<file path="src/rtl/motor_pkg.sv">
// Shared encodings for the motor drive sequencer: direction codes, FSM states,
// duty width and the clamped ramp step used by the duty ramp.
package motor_pkg;

    localparam int DUTY_W = 8;

    localparam logic [1:0] DIR_STOP  = 2'b00;
    localparam logic [1:0] DIR_FWD   = 2'b01;
    localparam logic [1:0] DIR_REV   = 2'b10;
    localparam logic [1:0] DIR_BRAKE = 2'b11;

    typedef enum logic [2:0] {
        ST_IDLE,
        ST_DRIVE,
        ST_RAMP_DOWN,
        ST_DEAD,
        ST_BRAKE
    } state_t;

    // Move cur one step toward tgt without overshooting; 9-bit math so nothing wraps.
    function automatic logic [DUTY_W-1:0] ramp_step(input logic [DUTY_W-1:0] cur,
                                                    input logic [DUTY_W-1:0] tgt,
                                                    input logic [DUTY_W:0]   step);
        logic [DUTY_W:0] sum;
        logic [DUTY_W:0] gap;
        sum = {1'b0, cur} + step;
        gap = {1'b0, cur} - {1'b0, tgt};
        if (cur < tgt) return (sum > {1'b0, tgt}) ? tgt : sum[DUTY_W-1:0];
        if (gap > step) return cur - step[DUTY_W-1:0];
        return tgt;
    endfunction

endpackage

</file>
<file path="src/rtl/tick_gen.sv">
// Slow timebase: one-cycle tick every TICK_DIV clocks (TICK_DIV >= 2).
module tick_gen #(
    parameter int TICK_DIV = 100000
) (
    input  logic clk,
    input  logic rst,
    output logic tick
);

    localparam int CW = $clog2(TICK_DIV);
    localparam logic [CW-1:0] LAST = CW'(TICK_DIV - 1);

    logic [CW-1:0] cnt_q, cnt_d;

    assign tick  = (cnt_q == LAST);
    assign cnt_d = tick ? '0 : cnt_q + 1'b1;

    always_ff @(posedge clk) begin
        if (rst) cnt_q <= '0;
        else     cnt_q <= cnt_d;
    end

endmodule

</file>
<file path="src/rtl/motor_drive_sequencer.sv">
// One H-bridge channel: command handshake, duty ramp, dead-time before reversal.
// Optional command watchdog enabled by defining MOTOR_WDOG_EN.
module motor_drive_sequencer
    import motor_pkg::*;
#(
    parameter int TICK_DIV   = 100000,
    parameter int DEAD_TICKS = 4,
    parameter int RAMP_STEP  = 8,
    parameter int WDOG_TICKS = 500
) (
    input  logic              clk,
    input  logic              rst,
    input  logic              cmd_valid,
    output logic              cmd_ready,
    input  logic [1:0]        cmd_dir,
    input  logic [DUTY_W-1:0] cmd_duty,
    output logic              in1,
    output logic              in2,
    output logic              pwm,
    output logic              busy,
    output logic              wdog_trip
);

    localparam int DW = $clog2(DEAD_TICKS + 1);
    localparam logic [DW-1:0]     DEAD_LAST = DW'(DEAD_TICKS - 1);
    localparam logic [DUTY_W:0]   STEP9     = (DUTY_W + 1)'(RAMP_STEP);

    state_t            state_q, state_d;
    logic [1:0]        cur_dir_q, cur_dir_d;
    logic [1:0]        pend_dir_q, pend_dir_d;
    logic [DUTY_W-1:0] pend_duty_q, pend_duty_d;
    logic [DUTY_W-1:0] duty_cur_q, duty_cur_d;
    logic [DUTY_W-1:0] duty_tgt_q, duty_tgt_d;
    logic [DW-1:0]     dead_q, dead_d;
    logic [DUTY_W-1:0] pwm_cnt_q;
    logic              in1_q, in2_q, pwm_q;
    logic              in1_d, in2_d, pwm_d, drive_d;
    logic              tick, accept, wdog_fire;

    tick_gen #(.TICK_DIV(TICK_DIV)) u_tick (
        .clk  (clk),
        .rst  (rst),
        .tick (tick)
    );

    assign cmd_ready = (state_q == ST_IDLE) || (state_q == ST_DRIVE) || (state_q == ST_BRAKE);
    assign busy      = (state_q == ST_RAMP_DOWN) || (state_q == ST_DEAD);
    assign accept    = cmd_valid && cmd_ready;

`ifdef MOTOR_WDOG_EN
    localparam int WW = $clog2(WDOG_TICKS + 1);
    logic [WW-1:0] wdog_cnt_q, wdog_cnt_d;
    logic          wdog_trip_q, wdog_trip_d;

    assign wdog_fire = (state_q == ST_DRIVE) && !accept && tick &&
                       (wdog_cnt_q == WW'(WDOG_TICKS - 1));

    always_comb begin
        wdog_cnt_d  = wdog_cnt_q;
        wdog_trip_d = wdog_trip_q;
        if (accept || wdog_fire)                 wdog_cnt_d = '0;
        else if (state_q == ST_DRIVE && tick)    wdog_cnt_d = wdog_cnt_q + 1'b1;
        if (wdog_fire)                           wdog_trip_d = 1'b1;
        else if (accept && cmd_dir != DIR_STOP)  wdog_trip_d = 1'b0;
    end

    always_ff @(posedge clk) begin
        if (rst) begin
            wdog_cnt_q  <= '0;
            wdog_trip_q <= 1'b0;
        end else begin
            wdog_cnt_q  <= wdog_cnt_d;
            wdog_trip_q <= wdog_trip_d;
        end
    end

    assign wdog_trip = wdog_trip_q;
`else
    assign wdog_fire = 1'b0;
    assign wdog_trip = 1'b0;
`endif

    always_comb begin
        state_d     = state_q;
        cur_dir_d   = cur_dir_q;
        pend_dir_d  = pend_dir_q;
        pend_duty_d = pend_duty_q;
        duty_cur_d  = duty_cur_q;
        duty_tgt_d  = duty_tgt_q;
        dead_d      = dead_q;

        // The ramp step on a tick applies even when a command changes state this cycle.
        if (tick && (state_q == ST_DRIVE || state_q == ST_RAMP_DOWN))
            duty_cur_d = ramp_step(duty_cur_q, duty_tgt_q, STEP9);

        case (state_q)
            ST_IDLE: begin
                if (accept && (cmd_dir == DIR_FWD || cmd_dir == DIR_REV)) begin
                    state_d    = ST_DRIVE;
                    cur_dir_d  = cmd_dir;
                    duty_tgt_d = cmd_duty;
                    duty_cur_d = '0;
                end else if (accept && cmd_dir == DIR_BRAKE) begin
                    state_d    = ST_DEAD;
                    pend_dir_d = DIR_BRAKE;
                    dead_d     = '0;
                end
            end
            ST_DRIVE: begin
                if (accept) begin
                    if (cmd_dir == cur_dir_q) begin
                        duty_tgt_d = cmd_duty;
                    end else if (cmd_dir == DIR_BRAKE) begin
                        state_d    = ST_DEAD;
                        pend_dir_d = DIR_BRAKE;
                        duty_cur_d = '0;
                        dead_d     = '0;
                    end else begin
                        state_d     = ST_RAMP_DOWN;
                        pend_dir_d  = cmd_dir;
                        pend_duty_d = cmd_duty;
                        duty_tgt_d  = '0;
                    end
                end else if (wdog_fire) begin
                    state_d    = ST_RAMP_DOWN;
                    pend_dir_d = DIR_STOP;
                    duty_tgt_d = '0;
                end
            end
            ST_RAMP_DOWN: begin
                if (tick && duty_cur_q == '0) begin
                    state_d = ST_DEAD;
                    dead_d  = '0;
                end
            end
            ST_DEAD: begin
                if (tick) begin
                    if (dead_q == DEAD_LAST) begin
                        case (pend_dir_q)
                            DIR_STOP:  state_d = ST_IDLE;
                            DIR_BRAKE: state_d = ST_BRAKE;
                            default: begin
                                state_d    = ST_DRIVE;
                                cur_dir_d  = pend_dir_q;
                                duty_tgt_d = pend_duty_q;
                                duty_cur_d = '0;
                            end
                        endcase
                    end else begin
                        dead_d = dead_q + 1'b1;
                    end
                end
            end
            ST_BRAKE: begin
                if (accept && cmd_dir != DIR_BRAKE) begin
                    state_d     = ST_DEAD;
                    pend_dir_d  = cmd_dir;
                    pend_duty_d = cmd_duty;
                    dead_d      = '0;
                end
            end
            default: state_d = ST_IDLE;
        endcase
    end

    // Bridge outputs are decoded from next state so they leave flops glitch-free.
    always_comb begin
        drive_d = (state_d == ST_DRIVE) || (state_d == ST_RAMP_DOWN);
        in1_d   = (drive_d && cur_dir_d == DIR_FWD) || (state_d == ST_BRAKE);
        in2_d   = (drive_d && cur_dir_d == DIR_REV) || (state_d == ST_BRAKE);
        pwm_d   = (state_d == ST_BRAKE) || (drive_d && (pwm_cnt_q < duty_cur_d));
    end

    always_ff @(posedge clk) begin
        if (rst) begin
            state_q     <= ST_IDLE;
            cur_dir_q   <= DIR_STOP;
            pend_dir_q  <= DIR_STOP;
            pend_duty_q <= '0;
            duty_cur_q  <= '0;
            duty_tgt_q  <= '0;
            dead_q      <= '0;
            pwm_cnt_q   <= '0;
            in1_q       <= 1'b0;
            in2_q       <= 1'b0;
            pwm_q       <= 1'b0;
        end else begin
            state_q     <= state_d;
            cur_dir_q   <= cur_dir_d;
            pend_dir_q  <= pend_dir_d;
            pend_duty_q <= pend_duty_d;
            duty_cur_q  <= duty_cur_d;
            duty_tgt_q  <= duty_tgt_d;
            dead_q      <= dead_d;
            pwm_cnt_q   <= pwm_cnt_q + 1'b1;
            in1_q       <= in1_d;
            in2_q       <= in2_d;
            pwm_q       <= pwm_d;
        end
    end

    assign in1 = in1_q;
    assign in2 = in2_q;
    assign pwm = pwm_q;

endmodule

</file>
<file path="config.mk">
export PLATFORM = sky130hd
export DESIGN_NAME = motor_drive_sequencer
export DESIGN_NICKNAME = d
export VERILOG_FILES = /design/src/rtl/motor_pkg.sv /design/src/rtl/tick_gen.sv /design/src/rtl/motor_drive_sequencer.sv
export SDC_FILE = /design/constraint.sdc
export NUM_CORES = 1
export LEC_CHECK = 0
export ABC_CLOCK_PERIOD_IN_PS = 13030
export CORE_UTILIZATION = 35
export CTS_BUF_LIST = sky130_fd_sc_hd__clkbuf_8 sky130_fd_sc_hd__clkbuf_16
export DETAILED_ROUTE_END_ITERATION = 12
export GPL_TIMING_DRIVEN = 0
export SYNTH_ARGS = -nofsm -noshare
export SYNTH_HDL_FRONTEND = slang
export SYNTH_HIERARCHICAL = 1
export SYNTH_SLANG_ARGS = --single-unit
</file>
<file path="constraint.sdc">
create_clock -name clk -period 13.03 [get_ports clk]
set_clock_uncertainty 0.15 [all_clocks]
set_input_delay 3.909 -clock clk [delete_from_list [all_inputs] [get_ports clk]]
set_output_delay 3.909 -clock clk [all_outputs]
set_load 0.03 [all_outputs]
</file>
* After elaboration in Yosys (flattened, before gate mapping)
Index checks and enable logic that the tools add are counted.
** Operators by class
- Equality and inequality tests :: 31
- Div/mod/pow operators :: 0
- Add/subtract/negate cells :: 6
- Reduce and logical (&&, ||, !) cells :: 31
- $lt $le $gt $ge :: 4
- Mux-type cells :: 65
- Multipliers :: 0
- Shifts and indexed selects :: 0
- Bitwise operators :: 0
** Operator list (number)
- 8-bit two-way mux :: 24
- 3-bit two-way mux :: 17
- 8-bit one-hot mux with 3 select lines :: 2
- 3-bit one-hot mux with 5 select lines :: 2
- 2-bit two-way mux :: 10
- 17-bit by 1-bit adder with 17-bit output (second input constant) :: 1
- 17-bit == test (second input constant) :: 1
- 8-bit < comparator :: 2
- 2-bit != test (second input constant) :: 8
- 8-bit one-hot mux with 2 select lines :: 1
- 3-bit by 2-bit == test with 1-bit output (second input constant) :: 4
- 2-bit by 1-bit != test with 1-bit output (second input constant) :: 6
- 10-bit AND reduction :: 1
- 8-bit by 4-bit adder with 9-bit output (second input constant) :: 1
- 9-bit by 4-bit greater-than comparator with 1-bit output (second input constant) :: 1
- 9-bit by 8-bit greater-than comparator with 1-bit output :: 1
- 1-bit logical AND :: 9
- 1-bit logical OR :: 9
- 8-bit by 8-bit subtractor with 9-bit output :: 1
- 8-bit by 1-bit adder with 8-bit output (second input constant) :: 1
- 2-bit == test (second input constant) :: 4
- 8-bit zero test :: 1
- 8-bit by 4-bit subtractor with 8-bit output (second input constant) :: 1
- 7-bit AND reduction :: 1
- other kinds (18) :: 28
** Storage, ports and cells
- Word-level logic and storage cells :: 149
- Bits in latches :: 0
- RAM bits :: 0
- Output and inout bits :: 6
- Register bits :: 62
- Memories :: 0
- Bits of input ports :: 13
- Memory bits (read-only) :: 0

* Depth between registers and ports, before layout
- Depth after elaboration :: 16
- Mapped depth :: 21
- Depth with buffers taken out :: 20

* Modules after synthesis
The synthesis kept the hierarchy.
** By module, submodules not included
- motor_drive_sequencer :: area each 3284.4 µm², times used 1, cells an instance 403, seq. area each 900.9 µm²
- tick_gen :: area each 762.0 µm², times used 1, cells an instance 86, seq. area each 340.3 µm²

* Worst setup path before layout
OpenSTA, ideal clock, no wires.
- Kind :: input to register
- From :: input port cmd_dir[0]
- To :: register pwm_q, in the netlist pwm
- Buffers on the path :: 0
- Arrival :: 6682 ps
- Library setup time :: 79 ps
- Path slack :: 6119 ps
- Stages :: 14
- Data required time :: 12801 ps
- Cell sequence :: ha_1 nand3b_1 a221oi_1 nand2_1 o211ai_1 ha_1 a21o_1 a21o_1 a2111oi_0 o21a_1 nand3_1 nor3_1 nor3_1 o211ai_1
** Between the ends
- Cells in the longest elaborated chain, start to end :: 9
- Elaborated cells between the ends (all ways) :: 28
- Classes of those cells :: 1 x order compare; 8 x eq/ne; 12 x mux; 7 x reduce/logical
** RTL lines
- start: declaration :: RTL line motor_drive_sequencer.sv:15 : input logic [1:0] cmd_dir,
- parallel branches: the longest is 8 deep, another holds 8-bit < comparator
- 1-bit logical OR * :: RTL line motor_drive_sequencer.sv:171 : pwm_d = (state_d == ST_BRAKE) || (drive_d && (pwm_cnt_q < duty_cur_d));
- end signal: assignment :: RTL line motor_drive_sequencer.sv:198 : pwm_q <= pwm_d;
- end: declaration :: RTL line motor_drive_sequencer.sv:36 : logic in1_q, in2_q, pwm_q;
Every way passes the cells marked *.
A chain may end at the register's enable or synchronous reset.

* Worst setup path in the final report
Ends and elaborated chain as after synthesis.

==> flow_metrics.tcl <==
set metrics [dict create \
    outcome "completed" \
    cts_setup_buffers 0 \
    syn-num-nets 531 \
    insertion_delay_ps 330 \
    overflow 0 \
    max_cap_violations 0 \
    areaGrowthSynthToFinish_pct 15.2 \
    worstSetupPathType "primary input to register" \
    total_leakage_power_nw 1.82 \
    count_of_boundary_i_o_pins 19 \
    timing.max_slew.rel_slack_pct 40.3 \
    cts_resized 0 \
    cts_max_level 3 \
    critPathLaunchType "primary input" \
    place.detailed.instances 646 \
    yosysMostFrequentCell "nor2_1" \
    avgViaCountPerCell 5.58 \
    whs_ps 302 \
    detail_route.wl_per_cell_microns 14.6 \
    endpoint_kind "register" \
    arrival_ps 7910 \
    nNetsFinal 559 \
    grt_antenna_before_repair 0 \
    finalSetupTns_ps 0 \
    ys_seq_elements 62 \
    critPathTopFamily "compound AO/OA/AOI/OAI gates" \
    netlist.top_cell.by_area "dfxtp_1" \
    min-delay-path-class "register to register" \
    initial_utilization_pct 36.7 \
    rsz0062_at_grt "no" \
    min_period_over_period_pct 60.0 \
    clock_tree.root_cell "clkbuf_16" \
    stdcell_area_sq_mm 0.00466 \
    design.die.area_sq_mm 0.0120 \
    place.detailed.hpwl_microns 7240 \
    hold_viol 0 \
    postSynth.topFlopCell "dfxtp_1" \
    antenna-diode-count 0 \
    drt_pre_antenna_iters 5 \
    yosys-top-cells-count "74 x nor2_1, 62 x dfxtp_1, 29 x ha_1, 29 x nand2_1, 23 x a21oi_1" \
    grt_pass1_vias 3505 \
    clock_tree.buffer_depth 2 \
    async_reset_ff_share_pct 0 \
    cp_slowest_cell "a221oi_1" \
    finalCriticalPeriod_ps 7810 \
    vdd_ir_drop_max_mv 0.0720 \
    netlist_top_cells_area "dfxtp_1 31%, ha_1 9.0%, nor2_1 6.9%, xnor2_1 4.1%, mux2i_1 4.0%" \
    clock.fmax_mhz 128 \
    routed_wl_microns 9680 \
    critPathMaxFanout 5 \
    postRouteAntennaNets 0 \
    violation_count_after_the_first_detailed_routing_iteration 244 \
    floorplan.core_area_sq_mm 0.0110 \
    finalNonFillerCells 662 \
    path_clk_slew_ps 50 \
    buffer_ports.inserted 17 \
    seq_area_frac_synth_pct 30.7 \
    grt_first_pass_wirelength_microns 16500 \
    slowest_delay_ps 580 \
    rows 38 \
    number_of_buffers_created_by_cts 9 \
    remaining_drc_errors 0 \
    cts_tree "yes" \
    setup_violations 0 \
    edff_count_synth 0 \
    ys.warnings.count 6 \
    die_w_microns 110 \
    synth_area_per_cell_sq_um 8.27 \
    worst-endpoint-required_ps 13130 \
    cp.buffers_inverters 1 \
    slew_violations 0 \
    grt_max_degree 11 \
    hold_buffers 0 \
    clkSinkCount 62 \
    synth_top_cell_area_share_pct 30.7 \
    gp_congestion 0.849 \
    syn-cell-area_sq_mm 0.00405 \
    gr-usage-all-layers_pct 17.6 \
    number_of_instances_in_the_synthesized_netlist 489 \
    critical_path.cell_chain "clkdlybuf4s50_1, ha_1, nand3b_1, a221oi_1, nand2_1, o211ai_1, ha_1, a21o_1, a21o_1, a2111oi_0, o21a_1, nand3_1, nor3_1, nor3_1, o211ai_1" \
    yosys.cell_types.count 71 \
    post_route_cells_drive_above_1_share_pct 5.75 \
    power_per_unit_of_standard_cell_area_mw_per_mm2 123 \
    slew_at_the_pin_with_the_worst_max_slew_slack_ps 888 \
    overall_die_height_microns 110 \
    via_count 3692 \
    detailed_place.area_sq_mm 0.00439 \
]
[final cells by class]
| class | count | area [sq um] |
|---|---|---|
| plain buffers | 17 | 83.8 |
| clock buffers | 10 | 239 |
| clock inverters | 6 | 30.0 |
| fillers | 1128 | 6370 |
| inverters | 21 | 78.8 |
| multi-input cells | 389 | 2640 |
| flip-flops and latches | 62 | 1240 |
| well taps | 140 | 175 |
| repair buffers | 17 | 170 |
[stage by stage]
step           utilization (%)  setup WS, ps  total power [mW]
5_1_grt                   42.3          4860             0.604
6_report                  42.3          5220             0.572
3_5_place_dp              39.8          4970             0.358
3_3_place_gp              39.8          5050             0.356
2_1_floorplan                -          6120             0.324
4_1_cts                   42.3          5300             0.577
[state kept, by name, summed over array words and instances (netlist names)]
register and flops:
pend_dir_q 2, pwm 1, duty_cur_q 8, duty_tgt_q 8, cur_dir_q 2, state_q 3
dead_q 3, in1 1, u_tick/cnt_q 17, pwm_cnt_q 8, pend_duty_q 8, in2 1
[cells by family (layout without fill, tap and decap cells)]
family	count (synthesis)	in the layout	share of synthesized area, %
multiplexers	16	16	3.96
flip-flops	62	62	30.7
other	1	1	0.0927
AO/OA/AOI/OAI	112	112	20.3
adder cells (fa/ha/maj)	29	29	8.97
buffers and inverters	38	71	4.02
AND/OR/NAND/NOR	201	201	25.5
XOR/XNOR	30	30	6.49
[routing by layer]
metal | GRT usage (%) | vias up | part of all wire, %
met5 | 0 | - | 0
met4 | 8.29 | 0 | 1.3
met3 | 2.85 | 11 | 4.7
met2 | 27.6 | 92 | 45
met1 | 23.7 | 1745 | 49
li1 | - | 1844 | -
[worst reg2reg max path: cells and delay by family, from the launching register on]
family,cells,cell delay [ps]
fa+ha+maj,2,490
flops,1,370
compound gates,7,2040
simple gates,7,2090
[worst paths after layout]
check             startpoint   endpoint  slack (ps)  cells past startpoint
max               cmd_dir[0]        pwm        5220                     15
min reg2reg        dead_q[2]  dead_q[2]         300                      2
min                dead_q[2]  dead_q[2]         300                      2
max reg2reg  u_tick/cnt_q[0]        pwm        7810                     16
[cell usage in the layout (no fill, tap or decap), drive strengths merged, types with 17 or more instances in the layout]
cell type | Yosys | layout
nor2 | 75 | 75
dfxtp | 62 | 62
nand2 | 29 | 29
ha | 29 | 29
inv | 21 | 23
a21oi | 23 | 23
clkbuf | 10 | 20
nand3 | 19 | 19
xnor2 | 19 | 19
clkdlybuf4s50 | 0 | 17
[report_power, final]
part | leakage, nW | internal (mW) | switching, mW | total [mW]
clock network | 0.141 | 0.131 | 0.0836 | 0.215
logic | 1.17 | 0.0610 | 0.0891 | 0.150
registers | 0.503 | 0.199 | 0.00776 | 0.207
Note: power is estimated with default switching activity, not from simulation.
